### src/rtl/rs_ooo_station.sv
// Reservation station: buffers dispatched ALU/branch uops, wakes operands from the CDBs
// and issues the oldest ready entry through a registered valid/ready port.
module rs_ooo_station #(
    parameter int DEPTH   = 8,
    parameter int NUM_CDB = 2,
    parameter int ROB_W   = 4,
    parameter int XLEN    = 32
) (
    input  logic                     clk,
    input  logic                     rst,
    input  logic                     rdy,
    input  logic                     flush,
    input  logic                     disp_valid,
    output logic                     disp_ready,
    input  logic [2:0]               disp_op,
    input  logic [6:0]               disp_type,
    input  logic                     disp_op_other,
    input  logic [XLEN-1:0]          disp_pc,
    input  logic [XLEN-1:0]          disp_v1,
    input  logic [XLEN-1:0]          disp_v2,
    input  logic                     disp_q1_valid,
    input  logic                     disp_q2_valid,
    input  logic [ROB_W-1:0]         disp_q1,
    input  logic [ROB_W-1:0]         disp_q2,
    input  logic [ROB_W-1:0]         disp_rob_id,
    input  logic [NUM_CDB-1:0]       cdb_valid,
    input  logic [NUM_CDB*ROB_W-1:0] cdb_rob_id,
    input  logic [NUM_CDB*XLEN-1:0]  cdb_value,
    output logic                     iss_valid,
    input  logic                     iss_ready,
    output logic [2:0]               iss_op,
    output logic [6:0]               iss_type,
    output logic                     iss_op_other,
    output logic [XLEN-1:0]          iss_pc,
    output logic [XLEN-1:0]          iss_v1,
    output logic [XLEN-1:0]          iss_v2,
    output logic [ROB_W-1:0]         iss_rob_id,
    output logic [$clog2(DEPTH):0]   count
);

    localparam int IW = $clog2(DEPTH);
    localparam int CW = IW + 1;

    logic [DEPTH-1:0] valid_r, q1p_r, q2p_r, other_r;
    logic [2:0]       op_r   [DEPTH];
    logic [6:0]       type_r [DEPTH];
    logic [XLEN-1:0]  pc_r   [DEPTH];
    logic [XLEN-1:0]  v1_r   [DEPTH];
    logic [XLEN-1:0]  v2_r   [DEPTH];
    logic [ROB_W-1:0] q1_r   [DEPTH];
    logic [ROB_W-1:0] q2_r   [DEPTH];
    logic [ROB_W-1:0] rob_r  [DEPTH];
    // older_r[i][j] set means entry i was dispatched before entry j
    logic [DEPTH-1:0] older_r [DEPTH];
    logic [CW-1:0]    count_r;
    logic             alive_r;

    logic             iss_valid_r, iss_op_other_r;
    logic [2:0]       iss_op_r;
    logic [6:0]       iss_type_r;
    logic [XLEN-1:0]  iss_pc_r, iss_v1_r, iss_v2_r;
    logic [ROB_W-1:0] iss_rob_id_r;

    logic [XLEN:0]    wk1_s [DEPTH];
    logic [XLEN:0]    wk2_s [DEPTH];
    logic [XLEN:0]    byp1_s, byp2_s;
    logic [DEPTH-1:0] ready_s, sel_oh_s;
    logic [IW-1:0]    sel_idx_s, free_idx_s;
    logic             disp_s, load_s;

    // Returns {hit, value}; scanning from the top bus down lets the lowest matching bus win.
    function automatic logic [XLEN:0] cdb_lookup(
        input logic [ROB_W-1:0]         tag,
        input logic [NUM_CDB-1:0]       vld,
        input logic [NUM_CDB*ROB_W-1:0] ids,
        input logic [NUM_CDB*XLEN-1:0]  vals
    );
        logic [XLEN:0] hit;
        hit = {1'b0, {XLEN{1'b0}}};
        for (int k = NUM_CDB - 1; k >= 0; k--) begin
            hit = (vld[k] && (ids[k*ROB_W +: ROB_W] == tag)) ? {1'b1, vals[k*XLEN +: XLEN]} : hit;
        end
        return hit;
    endfunction

    assign ready_s    = valid_r & ~q1p_r & ~q2p_r;
    assign disp_ready = alive_r && rdy && (count_r != CW'(DEPTH));
    assign disp_s     = rdy && !flush && disp_valid && disp_ready;
    assign load_s     = rdy && !flush && (|ready_s) && (!iss_valid_r || iss_ready);

    // CDB matches for every stored tag and for the incoming dispatch tags
    always_comb begin
        for (int i = 0; i < DEPTH; i++) begin
            wk1_s[i] = cdb_lookup(q1_r[i], cdb_valid, cdb_rob_id, cdb_value);
            wk2_s[i] = cdb_lookup(q2_r[i], cdb_valid, cdb_rob_id, cdb_value);
        end
        byp1_s = cdb_lookup(disp_q1, cdb_valid, cdb_rob_id, cdb_value);
        byp2_s = cdb_lookup(disp_q2, cdb_valid, cdb_rob_id, cdb_value);
    end

    // Oldest-ready select through the age matrix, and lowest free slot for dispatch
    always_comb begin
        sel_oh_s   = '0;
        sel_idx_s  = '0;
        free_idx_s = '0;
        for (int i = 0; i < DEPTH; i++) begin
            sel_oh_s[i] = ready_s[i];
            for (int j = 0; j < DEPTH; j++) begin
                sel_oh_s[i] = sel_oh_s[i] & ~(ready_s[j] & older_r[j][i]);
            end
            sel_idx_s = sel_idx_s | (sel_oh_s[i] ? IW'(i) : '0);
        end
        for (int i = DEPTH - 1; i >= 0; i--) begin
            free_idx_s = valid_r[i] ? free_idx_s : IW'(i);
        end
    end

    // Entry storage: wakeup, free on issue, allocate on dispatch
    always_ff @(posedge clk or negedge rst) begin
        if (!rst) begin
            valid_r <= '0;
            q1p_r   <= '0;
            q2p_r   <= '0;
            other_r <= '0;
            for (int i = 0; i < DEPTH; i++) begin
                op_r[i]    <= 3'd0;
                type_r[i]  <= 7'd0;
                pc_r[i]    <= '0;
                v1_r[i]    <= '0;
                v2_r[i]    <= '0;
                q1_r[i]    <= '0;
                q2_r[i]    <= '0;
                rob_r[i]   <= '0;
                older_r[i] <= '0;
            end
        end else if (rdy) begin
            if (flush) begin
                valid_r <= '0;
            end else begin
                for (int i = 0; i < DEPTH; i++) begin
                    if (valid_r[i] && q1p_r[i] && wk1_s[i][XLEN]) begin
                        v1_r[i]  <= wk1_s[i][XLEN-1:0];
                        q1p_r[i] <= 1'b0;
                    end
                    if (valid_r[i] && q2p_r[i] && wk2_s[i][XLEN]) begin
                        v2_r[i]  <= wk2_s[i][XLEN-1:0];
                        q2p_r[i] <= 1'b0;
                    end
                end
                if (load_s) begin
                    valid_r[sel_idx_s] <= 1'b0;
                end
                if (disp_s) begin
                    valid_r[free_idx_s] <= 1'b1;
                    op_r[free_idx_s]    <= disp_op;
                    type_r[free_idx_s]  <= disp_type;
                    other_r[free_idx_s] <= disp_op_other;
                    pc_r[free_idx_s]    <= disp_pc;
                    rob_r[free_idx_s]   <= disp_rob_id;
                    q1_r[free_idx_s]    <= disp_q1;
                    q2_r[free_idx_s]    <= disp_q2;
                    v1_r[free_idx_s]    <= (disp_q1_valid && byp1_s[XLEN]) ? byp1_s[XLEN-1:0] : disp_v1;
                    v2_r[free_idx_s]    <= (disp_q2_valid && byp2_s[XLEN]) ? byp2_s[XLEN-1:0] : disp_v2;
                    q1p_r[free_idx_s]   <= disp_q1_valid && !byp1_s[XLEN];
                    q2p_r[free_idx_s]   <= disp_q2_valid && !byp2_s[XLEN];
                    // New entry is younger than everything present
                    for (int j = 0; j < DEPTH; j++) begin
                        older_r[j][free_idx_s] <= 1'b1;
                    end
                    older_r[free_idx_s] <= '0;
                end
            end
        end
    end

    // Issue register with valid/ready handshake
    always_ff @(posedge clk or negedge rst) begin
        if (!rst) begin
            iss_valid_r    <= 1'b0;
            iss_op_r       <= 3'd0;
            iss_type_r     <= 7'd0;
            iss_op_other_r <= 1'b0;
            iss_pc_r       <= '0;
            iss_v1_r       <= '0;
            iss_v2_r       <= '0;
            iss_rob_id_r   <= '0;
        end else if (rdy) begin
            if (flush) begin
                iss_valid_r <= 1'b0;
            end else if (load_s) begin
                iss_valid_r    <= 1'b1;
                iss_op_r       <= op_r[sel_idx_s];
                iss_type_r     <= type_r[sel_idx_s];
                iss_op_other_r <= other_r[sel_idx_s];
                iss_pc_r       <= pc_r[sel_idx_s];
                iss_v1_r       <= v1_r[sel_idx_s];
                iss_v2_r       <= v2_r[sel_idx_s];
                iss_rob_id_r   <= rob_r[sel_idx_s];
            end else if (iss_ready) begin
                iss_valid_r <= 1'b0;
            end
        end
    end

    // Occupancy counter and post-reset dispatch enable
    always_ff @(posedge clk or negedge rst) begin
        if (!rst) begin
            count_r <= '0;
            alive_r <= 1'b0;
        end else begin
            alive_r <= 1'b1;
            if (rdy) begin
                count_r <= flush ? '0 : (count_r + {{(CW-1){1'b0}}, disp_s} - {{(CW-1){1'b0}}, load_s});
            end
        end
    end

    assign count        = count_r;
    assign iss_valid    = iss_valid_r;
    assign iss_op       = iss_op_r;
    assign iss_type     = iss_type_r;
    assign iss_op_other = iss_op_other_r;
    assign iss_pc       = iss_pc_r;
    assign iss_v1       = iss_v1_r;
    assign iss_v2       = iss_v2_r;
    assign iss_rob_id   = iss_rob_id_r;

endmodule

### config.mk
export PLATFORM = sky130hd
export DESIGN_NAME = rs_ooo_station
export DESIGN_NICKNAME = d
export VERILOG_FILES = /design/src/rtl/rs_ooo_station.sv
export SDC_FILE = /design/constraint.sdc
export NUM_CORES = 2
export LEC_CHECK = 0
export BUFFER_PORTS_ARGS = -buffer_cell sky130_fd_sc_hd__buf_2
export CORE_MARGIN = 8
export CORE_UTILIZATION = 41
export DETAILED_ROUTE_END_ITERATION = 12
export GPL_ROUTABILITY_DRIVEN = 0
export PLACE_DENSITY_LB_ADDON = 0.05
export SETUP_SLACK_MARGIN = 0.3
export SYNTH_ARGS = -nofsm -noshare
export SYNTH_HDL_FRONTEND = slang
export SYNTH_SLANG_ARGS = --single-unit
export TNS_END_PERCENT = 10
### constraint.sdc
create_clock -name clk -period 3.7 [get_ports clk]
set_input_delay 0.74 -clock clk [delete_from_list [all_inputs] [get_ports clk]]
set_output_delay 0.74 -clock clk [all_outputs]
set_load 0.05 [all_outputs]
==> out/metrics.csv <==
stage,metric,value,unit
run_status,status,"complete, no violations",
clock_tree,CTS Buffer Depth,3,
hold_path,Hold Path End,pc_r[33],
placed_design,port bufs,317,
timing,final hold vios,0,
clock_tree,CTS Sinks,1149,
setup_path,Bufs and invs on worst path,4,
routing,drt drc,0,
synth,Synth Flop Type,dfrtp_1,
setup_path,Worst path max stage delay,490,ps
synth,Mapped Cells,6818,
setup_path,Crit Path Category,reg -> reg,
synth,synth warn,0,
setup_path,Startpoint Class,flip-flop,
synth,Mapped Nets,7025,
routing,Vias,57500,
power_and_ir_drop,peak supply drop,413,uV
routing,initial drt markers,6327,
finish,Final Util,48.7,%
finish,fin cells,9112,
grt,grt ovf,0,
floorplanning,IO Count,318,
routing,Via-to-Cell Ratio,6.31,
clock_tree,total CTS buffers,141,
timing,fin crit share,92.7,%
timing,fin crit period,3430,ps
timing,Worst Tran Pin Value,1130,ps
floorplanning,Die Wd,405,um
clock_tree,clock latency on the worst-skew pair,790,ps
grt,GRT Total Usage,32.5,%
setup_path,worst-path maximum fanout,9,
synth,average size of a mapped cell,9.10,sq um
timing,Max transition margin,24.4,%
clock_tree,TritonCTS clock tree,done,
finish,NumNets Final,7176,
setup_path,CP top delay family,simple AND/OR/NAND/NOR gates,
placed_design,post-DP HPWL,165000,um
synth,largest cells by area after synthesis,"dfrtp_1, nand2_1, mux2i_1, a32oi_1, o22a_1",
finish,share of cells above drive strength 1,16.4,%
timing,Final WS setup,269,ps
synth,Post-synth EDFFs,0,
floorplanning,Core Footprint,150000,sq um
floorplanning,total die area,164000,sq um
routing,DR WL/cell,30.2,um
grt,vias in the first global route,57400,
hold_path,beginning of the worst hold path,disp_pc[1],
timing,fmax,291,MHz
grt,initial antenna violation count,22,
timing,clk_skew,33.2,ps
clock_tree,clock root buffer master,clkbuf_16,
routing,Detailed Route WL,275000,um
timing,Final Max Slew Viols,0,
synth,cell taking the most area after synthesis,dfrtp_1,
job,Max-Cap Viols,0,
grt,largest net degree at the start of global routing,135,
placed_design,pre-CTS WS,-52.1,ps
setup_path,slowest CP cell,dfrtp_1,
timing,RSZ-0062 raised after global routing,true,
placed_design,Placed Cells incl. Taps,8831,
setup_path,worst r2r src,valid_r[7],
finish,area grow syn2layout,17.7,%
power_and_ir_drop,P per Cell Area,438,nW/um^2
synth,post-synth top area share,46.4,%
synth,synthesized area,62000,sq um
setup_path,most frequent cell on the critical path,buf_4,
floorplanning,Initial Util,41.4,%
floorplanning,Rows,142,
setup_path,R2R cell count,12,
routing,DRT antenna net count,0,
finish,"Design Area, Final",73000,sq um
setup_path,critical path arrival,4100,ps
finish,Filler cells,14300,
timing,final setup fails,0,
hold_path,hold depth,3,
hold_path,Hold WC Path Type,in -> reg,
synth,sequential fraction of the synthesis area,46.4,%
placed_design,Placed Area,68000,sq um
setup_path,worst r2r dst,iss_v1[6],
setup_path,reg2reg setup slack,270,ps
grt,first-pass GRT wire length,404000,um
synth,Synth Register Bits,1149,
clock_tree,clock slew at reported path FFs,60,ps
floorplanning,Die Height,405,um
setup_path,Crit path required time,4360,ps
setup_path,"critical path, cell by cell","or4b_1, a2111oi_2, nand3_1, nand4_1, buf_4, buf_6, buf_4, mux2i_1, o22ai_1, nor3_1, buf_4, nor2_1",
synth,asr flop ratio synth,100,%
power_and_ir_drop,leak pwr,32.6,nW
setup_path,CP Capture Type,flip-flop,
synth,Netlist cell types,63,
clock_tree,H-tree Lvls,4,
routing,Pre-antenna DRT Iters,6,
## cell type report
type,count,area [sq um],area share (%)
diodes,13,32.5,0.0445
multi-input cells,4916,30500,41.8
flip-flops and latches,1149,28800,39.4
well taps,2016,2520,3.45
clock buffers,215,4280,5.86
clock inverters,42,500,0.685
inverters,26,103,0.140
repair buffers,735,6290,8.61
## report_power, final
part	internal [mW]	switching, mW	total (mW)
registers	13.3	0.460	13.8
clock network	8.49	5.85	14.3
logic	1.38	2.50	3.88
total	23.2	8.81	32.0
## cell usage after synthesis, types with 4 or more instances
library cell and count:
nand2_1 2024, xor2_1 105, or3_1 34, mux2_2 94, o22ai_1 272, and2_1 6, a22oi_1 17, nor2_1 366
nand4b_1 4, o22a_1 448, ha_1 5, buf_2 149, nor4bb_1 10, nand3_1 23, o21ai_1 5, a21oi_1 91
dfrtp_1 1149, mux2i_1 572, a22o_1 65, o21ai_0 56, nor3_1 128, nor3b_1 7, buf_4 29, buf_1 37
nor4_1 22, and3_1 15, xnor2_1 38, a21o_1 11, buf_6 13, clkbuf_1 499, a32oi_1 448, inv_1 24
o21a_1 6
## registers in the layout (all words and copies together) (netlist names), 49 cells and up, named ones only
signal   cells
v1_r       256
type_r      56
v2_r       256
older_r     49
pc_r       256
## layer usage
| metal | up-vias | GRT usage (%) | share of wire [%] | wire length (um) |
|---|---|---|---|---|
| met1 | 29200 | 43.9 | 42 | 114000 |
| met2 | 3099 | 50.1 | 45 | 123000 |
| met3 | 699 | 8.71 | 9.8 | 27000 |
| met4 | 18 | 12.3 | 4.1 | 11200 |
| li1 | 24500 | - | - | - |
| met5 | - | 0 | 0.041 | 112 |
## timing repair
action	CTS	global route
pin swaps	0	3
endpoints found under the hold margin	49	0
resized for setup	7	8
setup buffers	0	6
hold buffers	1	0
endpoints found under the setup margin	49	60
cloned	0	4
## worst reg2reg max path, stage by stage, from the launching register on
cell and delay, ps:
dfrtp_1 490, or4b_1 480, a2111oi_2 300, nand3_1 170, nand4_1 300, buf_4 210
buf_6 210, buf_4 220, mux2i_1 230, o22ai_1 130, nor3_1 300, buf_4 240
nor2_1 60
## worst max path at each step
| stage | start | end | slack, ps | cells past startpoint |
|---|---|---|---|---|
| final | valid_r[7] | iss_v1[6] | 270 | 12 |
| after global routing | valid_r[7] | iss_v1[6] | 160 | 12 |
| after CTS | q2p_r[3] | iss_v1[30] | 290 | 11 |
| after detailed placement | valid_r[7] | iss_v1[30] | -50 | 11 |
| after global placement | q1p_r[7] | iss_v1[30] | -20 | 11 |
| after floorplan | cdb_rob_id[2] | v1_r[229] | 680 | 11 |
## cell usage in the layout, fill, tap and decap left out, drive strengths merged, types with 30 or more instances in the layout
cell	instances
a32oi	448
buf	731
clkinv	30
xor2	105
mux2i	572
clkbuf	218
o22ai	272
a22o	65
xnor2	38
nand2	2024
a21oi	91
o21ai	64
mux2	94
inv	31
or3	34
nor2	370
o22a	448
nor3	128
dfrtp	1149
## through the flow
step | total power [mW] | hold slack, ps | setup TNS, ps
6_report | 32.0 | 238 | 0
3_3_place_gp | 17.7 | 452 | -21.6
3_5_place_dp | 17.8 | 456 | -68.2
5_1_grt | 33.1 | 207 | 0
4_1_cts | 32.2 | 177 | 0
2_1_floorplan | 16.2 | 439 | 0
## logic make-up after synthesis
kind of cell / share of synthesized area, %
other: 0.00605
multiplexers: 10.9
adder cells (fa/ha/maj): 0.133
buffers and inverters: 5.19
AO/OA/AOI/OAI: 18.3
AND/OR/NAND/NOR: 17.1
flip-flops: 46.4
XOR/XNOR: 2.02
Power figures use the tool's default switching activity.
